**src/rtl/pipe_hazard_ctrl.sv**
```systemverilog
// Decode-side hazard controller: scoreboard of in-flight register writes, stall, branch flush, event counters.
// Define PIPE_FWD_EN to enable operand forwarding with load-use detection.
module pipe_hazard_ctrl #(
    parameter int RAW       = 3,
    parameter int DEPTH     = 2,
    parameter int FLUSH_CYC = 1,
    parameter int CNT_W     = 16
) (
    input  logic             clock,
    input  logic             reset,
    input  logic             id_valid,
    input  logic [RAW-1:0]   id_aa,
    input  logic [RAW-1:0]   id_ba,
    input  logic             id_ma,
    input  logic             id_mb,
    input  logic             id_rw,
    input  logic [RAW-1:0]   id_da,
    input  logic             id_load,
    input  logic             br_taken,
    output logic             stall,
    output logic             flush,
    output logic [2:0]       fwd_a_sel,
    output logic [2:0]       fwd_b_sel,
    output logic [CNT_W-1:0] stall_cnt,
    output logic [CNT_W-1:0] flush_cnt
);
    typedef enum logic {
        ST_RUN   = 1'b0,
        ST_FLUSH = 1'b1
    } state_t;

    state_t                    state_q, state_d;
    logic [3:0]                fcnt_q, fcnt_d;
    logic [DEPTH-1:0]          sb_valid_q, sb_valid_d;
    logic [DEPTH-1:0]          sb_load_q, sb_load_d;
    logic [DEPTH-1:0][RAW-1:0] sb_da_q, sb_da_d;
    logic [CNT_W-1:0]          stall_cnt_q, stall_cnt_d;
    logic [CNT_W-1:0]          flush_cnt_q, flush_cnt_d;
    logic [DEPTH-1:0]          match_a, match_b;
    logic                      stall_raw;
    logic                      push;

    always_comb begin
        match_a = '0;
        match_b = '0;
        for (int k = 0; k < DEPTH; k++) begin
            match_a[k] = id_valid && !id_ma && (id_aa != '0) && sb_valid_q[k] && (sb_da_q[k] == id_aa);
            match_b[k] = id_valid && !id_mb && (id_ba != '0) && sb_valid_q[k] && (sb_da_q[k] == id_ba);
        end
    end

`ifdef PIPE_FWD_EN
    logic use_a, use_b;

    always_comb begin
        fwd_a_sel = '0;
        fwd_b_sel = '0;
        use_a     = 1'b0;
        use_b     = 1'b0;
        // Scan oldest to youngest so the youngest match has the final word.
        for (int k = DEPTH - 1; k >= 0; k--) begin
            if (match_a[k]) begin
                fwd_a_sel = 3'(k + 1);
                use_a     = sb_load_q[k] && (k == 0);
            end
            if (match_b[k]) begin
                fwd_b_sel = 3'(k + 1);
                use_b     = sb_load_q[k] && (k == 0);
            end
        end
        stall_raw = use_a || use_b;
    end
`else
    // Without forwarding the load tag carries no information.
    logic unused_sb_load;

    assign unused_sb_load = ^sb_load_q;
    assign fwd_a_sel      = '0;
    assign fwd_b_sel      = '0;
    assign stall_raw      = (|match_a) || (|match_b);
`endif

    assign flush = br_taken || (state_q == ST_FLUSH);
    assign stall = stall_raw && !flush;
    assign push  = id_valid && !stall && !flush && id_rw && (id_da != '0);

    always_comb begin
        sb_valid_d = '0;
        sb_load_d  = '0;
        sb_da_d    = '0;
        for (int k = 1; k < DEPTH; k++) begin
            sb_valid_d[k] = sb_valid_q[k-1];
            sb_load_d[k]  = sb_load_q[k-1];
            sb_da_d[k]    = sb_da_q[k-1];
        end
        sb_valid_d[0] = push;
        sb_load_d[0]  = id_load;
        sb_da_d[0]    = id_da;
    end

    always_comb begin
        state_d = state_q;
        fcnt_d  = fcnt_q;
        if (br_taken) begin
            fcnt_d  = 4'(FLUSH_CYC - 1);
            state_d = (FLUSH_CYC > 1) ? ST_FLUSH : ST_RUN;
        end else if (state_q == ST_FLUSH) begin
            fcnt_d = fcnt_q - 4'd1;
            if (fcnt_q == 4'd1) begin
                state_d = ST_RUN;
            end
        end
    end

    always_comb begin
        stall_cnt_d = stall_cnt_q;
        flush_cnt_d = flush_cnt_q;
        if (stall && (stall_cnt_q != '1)) begin
            stall_cnt_d = stall_cnt_q + 1'b1;
        end
        if (flush && (flush_cnt_q != '1)) begin
            flush_cnt_d = flush_cnt_q + 1'b1;
        end
    end

    always_ff @(posedge clock or negedge reset) begin
        if (!reset) begin
            state_q     <= ST_RUN;
            fcnt_q      <= '0;
            sb_valid_q  <= '0;
            sb_load_q   <= '0;
            sb_da_q     <= '0;
            stall_cnt_q <= '0;
            flush_cnt_q <= '0;
        end else begin
            state_q     <= state_d;
            fcnt_q      <= fcnt_d;
            sb_valid_q  <= sb_valid_d;
            sb_load_q   <= sb_load_d;
            sb_da_q     <= sb_da_d;
            stall_cnt_q <= stall_cnt_d;
            flush_cnt_q <= flush_cnt_d;
        end
    end

    assign stall_cnt = stall_cnt_q;
    assign flush_cnt = flush_cnt_q;

endmodule

```
**config.mk**
```make
export PLATFORM = sky130hd
export DESIGN_NAME = pipe_hazard_ctrl
export DESIGN_NICKNAME = d
export VERILOG_FILES = /design/src/rtl/pipe_hazard_ctrl.sv
export SDC_FILE = /design/constraint.sdc
export NUM_CORES = 1
export LEC_CHECK = 0
export CORE_MARGIN = 4
export CORE_UTILIZATION = 50
export CTS_BUF_LIST = sky130_fd_sc_hd__clkbuf_8
export CTS_CLUSTER_SIZE = 12
export DETAILED_ROUTE_END_ITERATION = 10
export GPL_TIMING_DRIVEN = 0
export PLACE_DENSITY = 0.81
export SLEW_MARGIN = 20
export SYNTH_ARGS = -nofsm -noshare
export SYNTH_HDL_FRONTEND = slang
export SYNTH_SLANG_ARGS = --single-unit
```
**constraint.sdc**
```tcl
create_clock -name clock -period 3.3 [get_ports clock]
set_clock_uncertainty 0.05 [all_clocks]
set_input_delay 0.66 -clock clock [delete_from_list [all_inputs] [get_ports clock]]
set_output_delay 0.66 -clock clock [all_outputs]
set_load 0.02 [all_outputs]
```
# Yosys cells after proc, flatten, opt, wreduce, memory -nomap -nowiden
# Index checks and enable logic that the tools add are counted.
# op_classes
n_addsub	3
multipliers	0
div_mod_pow	0
magnitude_cmp	0
n_eq_ne	7
shifts	0
mux	5
n_bitwise	0
reduce_logical	31
# ops
op	count
16-bit by 1-bit adder with 16-bit output, second input constant	2
16-bit inequality test, second input constant	2
1-bit logical AND	19
3-bit == test	4
3-bit nonzero test	3
4-bit two-way mux	2
4-bit by 1-bit == test with 1-bit output, second input constant	1
1-bit logical NOT	4
2-bit OR reduction	2
4-bit by 1-bit subtractor with 4-bit output, second input constant	1
1-bit two-way mux	3
1-bit logical OR	2
2-bit nonzero test	1
# word_totals
reg_bits	45
latch_bits	0
mem_bits_rw	0
mem_bits_ro	0
inputBits	17
out_inout_bits	40
wordCells	53
mem_count	0

# Longest topological paths before layout
# depth
ltp_word	13
depth_mapped	7
mapped_depth_nobuf	7

# Worst setup path after synthesis
# Ideal clock, no wire load.
# synth_timing
path_kind	input to output
from	input id_aa[1]
to	output stall
t_arrival_ps	1743
required_ps	2590
slack_ps	847
stages	5
path_buffers	0
path_cell_list	xnor2_1 > nand4_1 > a2111oi_4 > o21ai_4 > inv_1
# synth_via
elab_chain_cells	7
elab_cells_between_ends	11
classes_between	2 x eq/ne; 9 x reduce/logical
# synth_lines
element	line_no	source
from (decl)	12	input logic [RAW-1:0] id_aa,
3-bit nonzero test	47	match_a[k] = id_valid && !id_ma && (id_aa != '0) && sb_valid_q[k] && (sb_da_q[k] == id_aa);
1-bit logical AND (3 in a row)	47	
2-bit OR reduction *	80	assign stall_raw = (|match_a) || (|match_b);
1-bit logical OR *	80	
1-bit logical AND *	84	assign stall = stall_raw && !flush;
to (decl)	20	output logic stall,
# Mark *: on every way between the ends. The rest lies on a longest branch, timed or not.

# Final worst setup path
# Same ends and word-level chain as after synthesis.

==> run metrics <==
status finished, final reports clean; Hold Violations, Final 0; endpoint type of the worst setup path output port; cell count after synthesis 203; clk slew on worst S/H paths ~0.09 ns; global-route wire length before repair 7555 um; Max-Cap Viols 0; root buffer cell clkbuf_8; IO Pins 57; Final Critical Period approximately 3.1 ns; cell type of the slowest stage on the worst timing path clkdlybuf4s50_1; DR DRC count 0; commonest non-fill, non-tap cells in the layout clkdlybuf4s50_1 (47), dfrtp_1 (45), xnor2_1 (23); starting density of the core 51.32%; HPWL after DPL 3390 um; Non-Filler Instances 320; Pre-antenna DRT Iters 4; CP startpoint id_aa[1]; Tot Pwr 1.416 mW; total number of vias about 1700; dpl cell area 2824 um^2; Post-synth EDFFs 0; die height around 75 um; Required @ worst endpoint 2.59 ns; row cnt 24; Max Root-Sink Buffers 2; hold crit path type input pin to async pin; Wirelength per Cell 14.21 um; Max Transition Viols Final 0; fmax 0.3191 GHz; antenna cell count 0; crit-path cells clkdlybuf4s50_1 -> xnor2_1 -> nand4_1 -> a2111oi_4 -> o21ai_4 -> inv_1 -> clkbuf_2; WP data arrival roughly 2.4 ns; Yosys warning count 0; grt total ovfl 0; finished layout cell area 2954 um^2; area grow syn2layout 32.19%; core area 4354 um^2; Yosys cell types 34; Peak VDD IR between 300 and 400 uV; fraction of registers with async set/reset 100.0%; cell area power density ~480 nW/um^2; clock sink count 45; final period utilization between 90% and 100%; H-tree depth 2; routability cong. 0.8498; Post-Place Setup Slack -0.3217 ns; Leak around 1.3 nW; Mapped Avg Cell Area roughly 11 um^2; post-route ant nets 0; Skew-Pair Late Insertion Delay 0.29 ns; hold_buf cts 0; Netlist Area Pre-Place 2235 um^2; most common cell after layout, fill and taps aside clkdlybuf4s50_1; Setup WS post-layout ~0.17 ns; vias in the first global route 1639; WS Path Type input pin to output port; Routed WL between 4000 and 5000 um; share of layout cells above drive strength 1 10.82%; crit path max fanout 10; ys flop type dfrtp_1; final core utilization 67.84%; DRT iter0 DRCs 62; cts bufs inserted 5; initial antenna violation count 0; Port Buffers 49; #FFs+latches synth 45; crit-path max cell delay around 0.57 ns; Rel. slew slack 61.98%; Die Wd 74.85 um; sequential-to-total area share from yosys stat between 50% and 60%; Worst Tran Pin Value 0.5660 ns; total track usage 17.47%; fin nets 288; placed insts 310; reg2reg start sb_da_d[5]$_DFF_PN0_; die area about 5600 um^2; Final setup viols 0; RSZ-0062 raised after global routing false; largest net degree at the start of global routing 27; Setup TNS 0 ns; Hold WS 0.2626 ns; via-per-instance ratio 5.194; Startpoint Class input pin; CTS tree done
-- synth_stat cells, drive strengths merged (3+ instances only) --
cell / n / area share [%]
dfrtp: 45 / 50
xnor2: 23 / 9.0
nand2: 19 / 3.2
xor2: 19 / 7.4
nor2: 16 / 2.8
nand4: 10 / 2.8
nor3: 9 / 2.0
buf: 6 / 2.0
inv: 6 / 1.0
nand3: 6 / 1.3
nor4: 6 / 2.0
a21oi: 4 / 0.90
ha: 4 / 2.2
and3: 3 / 0.84
and4: 3 / 1.2
nor4b: 3 / 1.5
-- power breakdown --
group / switching, mW / leakage (nW) / internal [mW]
clock: 0.185 / 0.0574 / 0.246
sequential: 0.0658 / 0.601 / 0.603
combinational: 0.155 / 0.623 / 0.161
-- area by class of cell --
cell class              count  area, um^2
plain buffers               6       45.04
inverters                   6       22.52
clock buffers               6       82.58
well taps                  52       65.06
repair buffers             52       515.5
fillers                   351        1400
flip-flops and latches     45        1126
multi-input cells         151        1060
clock inverters             2       37.54
-- cell families (layout without fill, tap and decap cells) --
kind of cell	count (synthesis)	in the layout	synth area share, %
muxes	2	2	1.008
AOI/OAI and AO/OA	13	13	6.439
other	1	6	0.1678
xor gates and xnor gates	42	42	16.46
buffers and inverters	12	72	3.023
DFF	45	45	50.39
adders and majority gates	4	4	2.240
and+or+nand+nor	84	84	20.27
-- repair_timing --
| action | 4_1_cts | 5_1_grt |
|---|---|---|
| setup buffers | 2 | 0 |
| setup endpoints to repair | 1 | 1 |
| resized for setup | 2 | 1 |
| pin swaps | 2 | 2 |
-- state kept, by name, summed over array words and instances, names as in the netlist --
| register | flops |
|---|---|
| sb_da_d | 3 |
| sb_da_q | 3 |
| stall_cnt | 16 |
| state_q | 1 |
| flush_cnt | 16 |
| sb_valid_q | 2 |
| fcnt_q | 4 |
-- worst paths after layout --
path / end / slack [ns] / cells after the start
worst max register to register: stall_cnt[5]$_DFFE_PN0P_ / 1.16 / 7
worst max-delay path: stall / 0.17 / 7
min in group clock: sb_valid_q[1]$_DFF_PN0_ / 0.39 / 0
max in group asynchronous: stall_cnt[10]$_DFFE_PN0P_ / 2.44 / 2
worst min-delay path: flush_cnt[9]$_DFFE_PN0P_ / 0.26 / 1
worst min register to register: sb_valid_q[1]$_DFF_PN0_ / 0.39 / 0
-- worst max-delay path, delay by kind of cell --
| kind | cells | cell delay, ns |
|---|---|---|
| buffers and inverters | 3 | 0.81 |
| AOI/OAI and AO/OA | 2 | 0.64 |
| and+or+nand+nor | 1 | 0.16 |
| xor gates and xnor gates | 1 | 0.15 |
-- layer usage --
metal	GRT usage [%]	up-vias	part of all wire, %
li1	-	821	-
met1	23.60	806	46
met2	28.43	31	49
met3	4.005	4	4.2
met4	4.743	0	0.92
met5	0	-	0
Power figures use the tool's default switching activity.
